===== src/rtl/alu_pkg.sv =====
// alu_pkg: shared types for the ALU issue queue and the downstream operation demultiplexer.
//   alu_op_t    - 4-bit opcode enum (nine legal operations)
//   alu_req_t   - packed request {op, data}, ALU_BUS_W bits wide
//   is_legal_op - true for opcodes the ALU implements
package alu_pkg;

    typedef enum logic [3:0] {
        OpAdd = 4'd0,
        OpSub = 4'd1,
        OpMp  = 4'd2,
        OpSll = 4'd3,
        OpSrl = 4'd4,
        OpAnd = 4'd5,
        OpOr  = 4'd6,
        OpXor = 4'd7,
        OpInv = 4'd8
    } alu_op_t;

    localparam logic [3:0]  ALU_OP_LAST = 4'd8;
    localparam int unsigned ALU_BUS_W   = 36;

    typedef struct packed {
        alu_op_t     op;
        logic [31:0] data;
    } alu_req_t;

    function automatic logic is_legal_op(input logic [3:0] op);
        return op <= ALU_OP_LAST;
    endfunction

endpackage


===== src/rtl/alu_req_fifo.sv =====
// alu_req_fifo: synchronous FIFO of alu_req_t entries.
//   clk_i, rst_ni      - clock, asynchronous active-low reset
//   push_i, wdata_i    - enqueue request (ignored when full)
//   pop_i, rdata_o     - dequeue request; rdata_o is the head entry
//   full_o, empty_o    - occupancy flags
//   count_o            - number of stored entries
module alu_req_fifo
    import alu_pkg::*;
#(
    parameter int unsigned DEPTH = 4
) (
    input  logic                    clk_i,
    input  logic                    rst_ni,
    input  logic                    push_i,
    input  alu_req_t                wdata_i,
    input  logic                    pop_i,
    output alu_req_t                rdata_o,
    output logic                    full_o,
    output logic                    empty_o,
    output logic [$clog2(DEPTH):0]  count_o
);

    localparam int unsigned AW      = $clog2(DEPTH);
    localparam logic [AW:0] PTR_ONE = {{AW{1'b0}}, 1'b1};

    // Pointers carry one extra wrap bit so full and empty are distinguishable.
    logic [AW:0] wr_ptr_q, wr_ptr_d;
    logic [AW:0] rd_ptr_q, rd_ptr_d;
    alu_req_t    mem_q [DEPTH];
    alu_req_t    mem_d [DEPTH];
    // Last entry popped; presented while empty so the bus holds its value.
    alu_req_t    last_q, last_d;
    alu_req_t    head;
    logic        do_push, do_pop;

    assign empty_o = (wr_ptr_q == rd_ptr_q);
    assign full_o  = (wr_ptr_q[AW] != rd_ptr_q[AW]) &&
                     (wr_ptr_q[AW-1:0] == rd_ptr_q[AW-1:0]);
    assign count_o = wr_ptr_q - rd_ptr_q;
    assign do_push = push_i && !full_o;
    assign do_pop  = pop_i && !empty_o;
    assign head    = mem_q[rd_ptr_q[AW-1:0]];
    assign rdata_o = empty_o ? last_q : head;

    always_comb begin
        mem_d    = mem_q;
        wr_ptr_d = wr_ptr_q;
        rd_ptr_d = rd_ptr_q;
        last_d   = last_q;
        if (do_push) begin
            mem_d[wr_ptr_q[AW-1:0]] = wdata_i;
            wr_ptr_d                = wr_ptr_q + PTR_ONE;
        end
        if (do_pop) begin
            rd_ptr_d = rd_ptr_q + PTR_ONE;
            last_d   = head;
        end
    end

    always_ff @(posedge clk_i or negedge rst_ni) begin
        if (!rst_ni) begin
            wr_ptr_q <= '0;
            rd_ptr_q <= '0;
            last_q   <= '0;
        end else begin
            wr_ptr_q <= wr_ptr_d;
            rd_ptr_q <= rd_ptr_d;
            last_q   <= last_d;
        end
    end

    // Storage needs no reset: it is never observed until written.
    always_ff @(posedge clk_i) begin
        mem_q <= mem_d;
    end

endmodule


===== src/rtl/alu_issue_queue.sv =====
// alu_issue_queue: buffered issue stage ahead of the ALU operation demultiplexer.
//   clk, rst_n            - clock, asynchronous active-low reset
//   in_valid/in_ready     - request handshake; in_op/in_data carry the request
//   out_valid/out_ready   - head-of-queue handshake; out_bus = {op, data}
//   count                 - queue occupancy
//   err_pulse, err_cnt    - one-cycle flag and saturating count of dropped illegal opcodes
module alu_issue_queue
    import alu_pkg::*;
#(
    parameter int unsigned DEPTH = 4,
    parameter int unsigned ERR_W = 8
) (
    input  logic                    clk,
    input  logic                    rst_n,
    input  logic                    in_valid,
    output logic                    in_ready,
    input  logic [3:0]              in_op,
    input  logic [31:0]             in_data,
    output logic                    out_valid,
    input  logic                    out_ready,
    output logic [ALU_BUS_W-1:0]    out_bus,
    output logic [$clog2(DEPTH):0]  count,
    output logic                    err_pulse,
    output logic [ERR_W-1:0]        err_cnt
);

    logic       full, empty;
    logic       accept, legal, push, drop, pop;
    alu_req_t   wreq, head;
    logic             err_pulse_q, err_pulse_d;
    logic [ERR_W-1:0] err_cnt_q, err_cnt_d;

    // in_ready depends only on registered occupancy, never on out_ready.
    assign in_ready  = !full;
    assign out_valid = !empty;
    assign accept    = in_valid && in_ready;
    assign legal     = is_legal_op(in_op);
    assign push      = accept && legal;
    assign drop      = accept && !legal;
    assign pop       = out_valid && out_ready;
    assign wreq      = '{op: alu_op_t'(in_op), data: in_data};
    assign out_bus   = head;

    alu_req_fifo #(
        .DEPTH (DEPTH)
    ) u_fifo (
        .clk_i   (clk),
        .rst_ni  (rst_n),
        .push_i  (push),
        .wdata_i (wreq),
        .pop_i   (pop),
        .rdata_o (head),
        .full_o  (full),
        .empty_o (empty),
        .count_o (count)
    );

    always_comb begin
        err_pulse_d = drop;
        err_cnt_d   = err_cnt_q;
        if (drop && (err_cnt_q != {ERR_W{1'b1}})) begin
            err_cnt_d = err_cnt_q + {{(ERR_W-1){1'b0}}, 1'b1};
        end
    end

    always_ff @(posedge clk or negedge rst_n) begin
        if (!rst_n) begin
            err_pulse_q <= 1'b0;
            err_cnt_q   <= '0;
        end else begin
            err_pulse_q <= err_pulse_d;
            err_cnt_q   <= err_cnt_d;
        end
    end

    assign err_pulse = err_pulse_q;
    assign err_cnt   = err_cnt_q;

endmodule


===== config.mk =====
export PLATFORM = sky130hd
export DESIGN_NAME = alu_issue_queue
export DESIGN_NICKNAME = d
export VERILOG_FILES = /design/src/rtl/alu_pkg.sv /design/src/rtl/alu_req_fifo.sv /design/src/rtl/alu_issue_queue.sv
export SDC_FILE = /design/constraint.sdc
export NUM_CORES = 1
export LEC_CHECK = 0
export BUFFER_PORTS_ARGS = -buffer_cell sky130_fd_sc_hd__buf_2
export CORE_ASPECT_RATIO = 1.4
export CORE_MARGIN = 2
export CORE_UTILIZATION = 40
export CTS_CLUSTER_DIAMETER = 40
export CTS_CLUSTER_SIZE = 10
export DETAILED_ROUTE_END_ITERATION = 16
export SLEW_MARGIN = 25
export SYNTH_ARGS = -nofsm -noshare
export SYNTH_HDL_FRONTEND = slang
export SYNTH_SLANG_ARGS = --single-unit

===== constraint.sdc =====
create_clock -name clk -period 3.7 [get_ports clk]
set_input_delay 0.37 -clock clk [delete_from_list [all_inputs] [get_ports clk]]
set_output_delay 0.37 -clock clk [all_outputs]
set_load 0.005 [all_outputs]

# Word level (Yosys, flattened, before mapping)
# Index checks and enable logic that the tools add are counted.
[totals]
word_cells = 47
output_inout_bits = 50
ff_bits = 195
[classes]
mux = 7
eq_ne = 4
magnitude_cmp = 4
bitwise = 2
reduce_logical = 12
addsub = 4
[ops]
columns = ["cell", "count"]
rows = [
  ["bitwise mux 144 bit", 1],
  ["two-way mux 36 bit", 4],
  ["binary-select mux 36 bit (select 2 bit)", 1],
  ["demux 36 bit (select 2 bit)", 1],
  ["logical AND 1 bit", 9],
  ["adder 8 x 1 -> 8 bit, second input constant", 1],
  ["!= test 8 bit, second input constant", 1],
  ["adder 3 x 1 -> 3 bit, second input constant", 2],
  ["greater-or-equal comparator 3 bit, second input constant", 2],
  ["NOT 2 -> 3 bit", 2],
  ["<= comparator 4 bit, second input constant", 1],
  ["== test 3 bit", 1],
  ["zero test 1 bit", 3],
  ["less-than comparator 3 x 1 -> 1 bit, second input constant", 1],
  ["subtractor 3 bit", 1],
  ["== test 2 bit", 1],
  ["!= test 1 bit", 1],
]

# Logic depth before layout (Yosys ltp)
[logic_depth]
ltp_word = 6
depth_mapped = 9
mapped_depth_nobuf = 7

# By module
# From an unflattened synthesis, not the netlist that was laid out.
[hier_totals]
cells_unflattened = 384
area_unflattened_um2 = 7993.9
[by_module_without_submodules]
columns = ["mod", "instances", "cells_per_inst", "area_each_um2"]
rows = [
  ["alu_req_fifo", 1, 341, 7509.7],
  ["alu_issue_queue", 1, 43, 484.2],
]

# Worst setup path after synthesis
# Ideal clock, no wire load.
[synth_timing]
kind = "register -> register"
startpoint = "reg u_fifo.rd_ptr_q[1]"
endpoint = "reg u_fifo.mem_q[0] (netlist name), enable pin"
path_stages_with_launch = 7
required_ps = 3302
t_arrival_ps = 2661
path_buffers = 2
setup_time_ps = 398
path_slack_ps = 641
cell_sequence = "dfrtp_1 buf_2 buf_1 inv_1 ha_1 a311oi_4 and2_1"
[synth_between]
elab_chain_cells = 6
[synth_lines]
columns = ["element", "line", "text"]
rows = [
  ["start, declared", "alu_req_fifo.sv:28", "logic [AW:0] rd_ptr_q, rd_ptr_d;"],
  ["start signal, assigned", "alu_req_fifo.sv:67", "rd_ptr_q <= rd_ptr_d;"],
  ["== test 2 bit *", "alu_req_fifo.sv:38", "(wr_ptr_q[AW-1:0] == rd_ptr_q[AW-1:0]);"],
  ["logical AND 1 bit *", "alu_req_fifo.sv:37", "assign full_o = (wr_ptr_q[AW] != rd_ptr_q[AW]) &&"],
  ["zero test 1 bit *", "alu_req_fifo.sv:40, alu_issue_queue.sv:34", ""],
  ["logical AND 1 bit", "alu_issue_queue.sv:36", "assign accept = in_valid && in_ready;"],
  ["logical AND 1 bit", "alu_issue_queue.sv:38", "assign push = accept && legal;"],
  ["logical AND 1 bit *", "alu_req_fifo.sv:40", "assign do_push = push_i && !full_o;"],
  ["end signal, assigned", "alu_req_fifo.sv:74", "mem_q <= mem_d;"],
  ["end, declared", "alu_req_fifo.sv:29", "alu_req_t mem_q [DEPTH];"],
]
# Mark *: on every way between the ends. The rest lies on a longest branch, timed or not.
# A chain may end at the register's enable or synchronous reset.

# Worst setup path after layout
[layout_timing]
startpoint = "reg u_fifo.rd_ptr_q[0]"
endpoint = "out out_bus[1]"
[layout_between]
elab_chain_cells = 5
[layout_lines]
columns = ["element", "line", "text"]
rows = [
  ["NOT 2 -> 3 bit (not written as such)", "alu_req_fifo.sv:42", "assign head = mem_q[rd_ptr_q[AW-1:0]];"],
  ["binary-select mux 36 bit (select 2 bit)", "alu_req_fifo.sv:42", ""],
  ["two-way mux 36 bit (not written as such) (2 in series)", "alu_req_fifo.sv:42", ""],
  ["two-way mux 36 bit *", "alu_req_fifo.sv:43", "assign rdata_o = empty_o ? last_q : head;"],
  ["end, declared", "alu_issue_queue.sv:21", "output logic [ALU_BUS_W-1:0] out_bus,"],
]
# Mark *: on every way between the ends. The rest lies on a longest branch, timed or not. The select of a mux whose other input is x is not followed.

==> metrics.txt <==
run status=finished, violations left; failing checks=hold timing; dpl hpwl=9660 um; maximum ir drop on the vdd rail=0.333 mV; total power consumption of the routed design=7920 uW; die extent in x=123 um; die height=171 um; cell area after synthesis=0.00793 mm2; per-cell routed wire length=20.5 um; DRT iter0 DRCs=281; count of state elements after synthesis=195; pins over their slew limit=0; cell chosen for the clock root=sky130_fd_sc_hd__clkbuf_16; endpoint of the worst register-to-register path=u_fifo.mem_q[55]; average vias per placed instance=5.10; fraction of the cycle the final worst path needs=77.0%; Hold Buf Count CTS=0; Slew headroom=48.5%; maximum net fanout on the critical path=38; share of post-route cells with drive strength above 1=49.9%; category of the most critical setup path=register to output port; startpoint type of the worst setup path=register; number of cells produced by synthesis=383; final net count=537; clock tree from TritonCTS=built; WHS=-14.7 ps; routed vias=3825; Seq/Total Area, Yosys=70.7%; number of routed nets with antenna violations=0; share of flip-flops with an asynchronous set or reset after synthesis=26.2%; drt total wl=15400 um; unrepaired setup endpoints after global routing=false; relative area change from synthesis to final layout=16.3%; top-area cell type share of the netlist area=54.6%; final number of setup-violating endpoints=0; number of clock sinks=195; Reg2Reg Launch Point=u_fifo.wr_ptr_q[0]; floorplan core area=0.0193 mm2; Top-Level Pins=90; Crit path arrival time=2480 ps; Critical Path End Type=output port; largest cells by area after synthesis=sky130_fd_sc_hd__edfxtp_1, sky130_fd_sc_hd__dfrtp_1, sky130_fd_sc_hd__mux4_2; number of cells on the worst reg-to-reg path=5; global-route total usage across every layer=15.5%; number of resized instances in the post-cts repair step=0; worst slew pin tran=772 ps; power per cell area=859 mW/mm2; clock-pin slew of the registers on the worst-case setup and hold paths=70 ps; setup repair bufs after CTS=0; net count after synthesis=432; Post-DP Area=0.00867 mm2; global-route wire length before repair=23500 um; Cell Rows=60; Final Critical Period=2850 ps; final setup TNS=0 ps; Post-Route Skew=9.43 ps; Die Outline Area=0.0210 mm2; Final GP Congestion=0.741; overflow left after global routing=0; Yosys cell types=35; maximum clock path buffer count=2; commonest non-fill, non-tap cell in the layout=sky130_fd_sc_hd__edfxtp_1; length of the first detailed-routing pass in iterations=4; number of filler cells placed in the layout=1631; maximum clock rate=351 MHz; count of endpoints failing hold in the final timing report=4; number of warnings reported in the yosys synthesis log=0; antenna violations before repair=1; LEAKAGE=0.00346 uW; required time of the worst setup path=3330 ps; clk_lat worst skew=430 ps; cell taking the most area after synthesis=sky130_fd_sc_hd__edfxtp_1; initial standard-cell utilization of the core=41.1%; max capacitance violation total=0; number of H-tree levels=4; CTS buffer count=17; count of input and output buffers=89; worst reg2reg setup slack=1100 ps; fin area=0.00922 mm2; most used flip-flop cell after synthesis=sky130_fd_sc_hd__edfxtp_1; vias in the first global route=4152; pin count of the biggest net entering global routing=40; syn avg cell area=20.7 um2; kind of path behind the tightest hold check=input port to async pin; Post-route DRC=0; highest-count cells in the layout ignoring fill and taps=sky130_fd_sc_hd__edfxtp_1, sky130_fd_sc_hd__buf_2, sky130_fd_sc_hd__mux2_2; number of enable-type register cells in the synthesized netlist=144
-- synth_stat cells, types with 4 or more instances --
cell type and count:
sky130_fd_sc_hd__xor2_1 7, sky130_fd_sc_hd__mux2_4 20, sky130_fd_sc_hd__mux4_2 36, sky130_fd_sc_hd__and2_1 4
sky130_fd_sc_hd__buf_6 7, sky130_fd_sc_hd__xnor2_1 4, sky130_fd_sc_hd__mux2_2 53, sky130_fd_sc_hd__dfrtp_1 51
sky130_fd_sc_hd__ha_1 8, sky130_fd_sc_hd__nand2_1 4, sky130_fd_sc_hd__edfxtp_1 144, sky130_fd_sc_hd__inv_1 7
sky130_fd_sc_hd__nand3_1 6
-- logic make-up (layout without fill, tap and decap cells) --
kind of cell,count (synthesis),count (layout),share of synthesized area (%)
AOI/OAI and AO/OA,9,9,1.03
xor gates and xnor gates,12,12,1.42
adders and majority gates,9,9,1.52
buffers and inverters,23,141,1.94
DFF,195,195,70.7
muxes,110,110,21.7
other,0,1,0
and+or+nand+nor,25,25,1.74
-- critical path, cell delays in order (launching register included) --
cell and delay, ps:
sky130_fd_sc_hd__dfrtp_2 360, sky130_fd_sc_hd__buf_4 620, sky130_fd_sc_hd__mux4_2 630, sky130_fd_sc_hd__mux2_2 300
sky130_fd_sc_hd__buf_2 130
-- layout make-up --
| class | instances | area, um2 | share of cell area, % |
|---|---|---|---|
| inverter | 7 | 26.3 | 0.285 |
| timing repair buffer | 102 | 556 | 6.03 |
| clock buffer | 19 | 433 | 4.70 |
| antenna | 1 | 2.50 | 0.0271 |
| tap | 248 | 310 | 3.37 |
| multi-input combinational | 165 | 2180 | 23.6 |
| clock inverter | 13 | 109 | 1.18 |
| sequential | 195 | 5600 | 60.8 |
-- power breakdown --
part,internal [uW],total [uW],switching [uW]
combinational,1680,3130,1450
clock,927,1710,788
sequential,2860,3070,211
-- how the worst max path moves through the flow --
stage,startpoint,endpoint,slack (ps),depth (start not counted)
after floorplan,u_fifo.rd_ptr_q[1],u_fifo.mem_q[0],640,6
after global placement,u_fifo.wr_ptr_q[0],u_fifo.mem_q[45],1160,5
after detailed placement,u_fifo.wr_ptr_q[0],u_fifo.mem_q[45],1070,5
after CTS,u_fifo.rd_ptr_q[0],out_bus[1],740,4
after global routing,u_fifo.rd_ptr_q[0],out_bus[1],670,4
final,u_fifo.rd_ptr_q[0],out_bus[1],850,4
-- layer usage --
metal	global-route usage (%)	routed length, um
met1	18.4	6360
met3	3.77	515
met5	0	0
met2	27.2	8310
met4	5.45	178
-- metrics by stage --
stage          util [%]  hold slack (ps)  cells  setup slack (ps)
3_5_place_dp       45.0              481    717              1070
3_3_place_gp       45.0              465    717              1160
5_1_grt            47.8             21.9    750               669
6_report           47.8            -14.7    750               853
2_1_floorplan         -             74.4    383               641
4_1_cts            47.8             9.12    749               738
-- registers in the layout, summed over array words and instances, names as in the netlist --
signal,cells
u_fifo.rd_ptr_q,3
u_fifo.mem_q,144
err_cnt,8
u_fifo.wr_ptr_q,3
u_fifo.last_q,36
err_pulse,1
(Power assumes the default switching activity.)
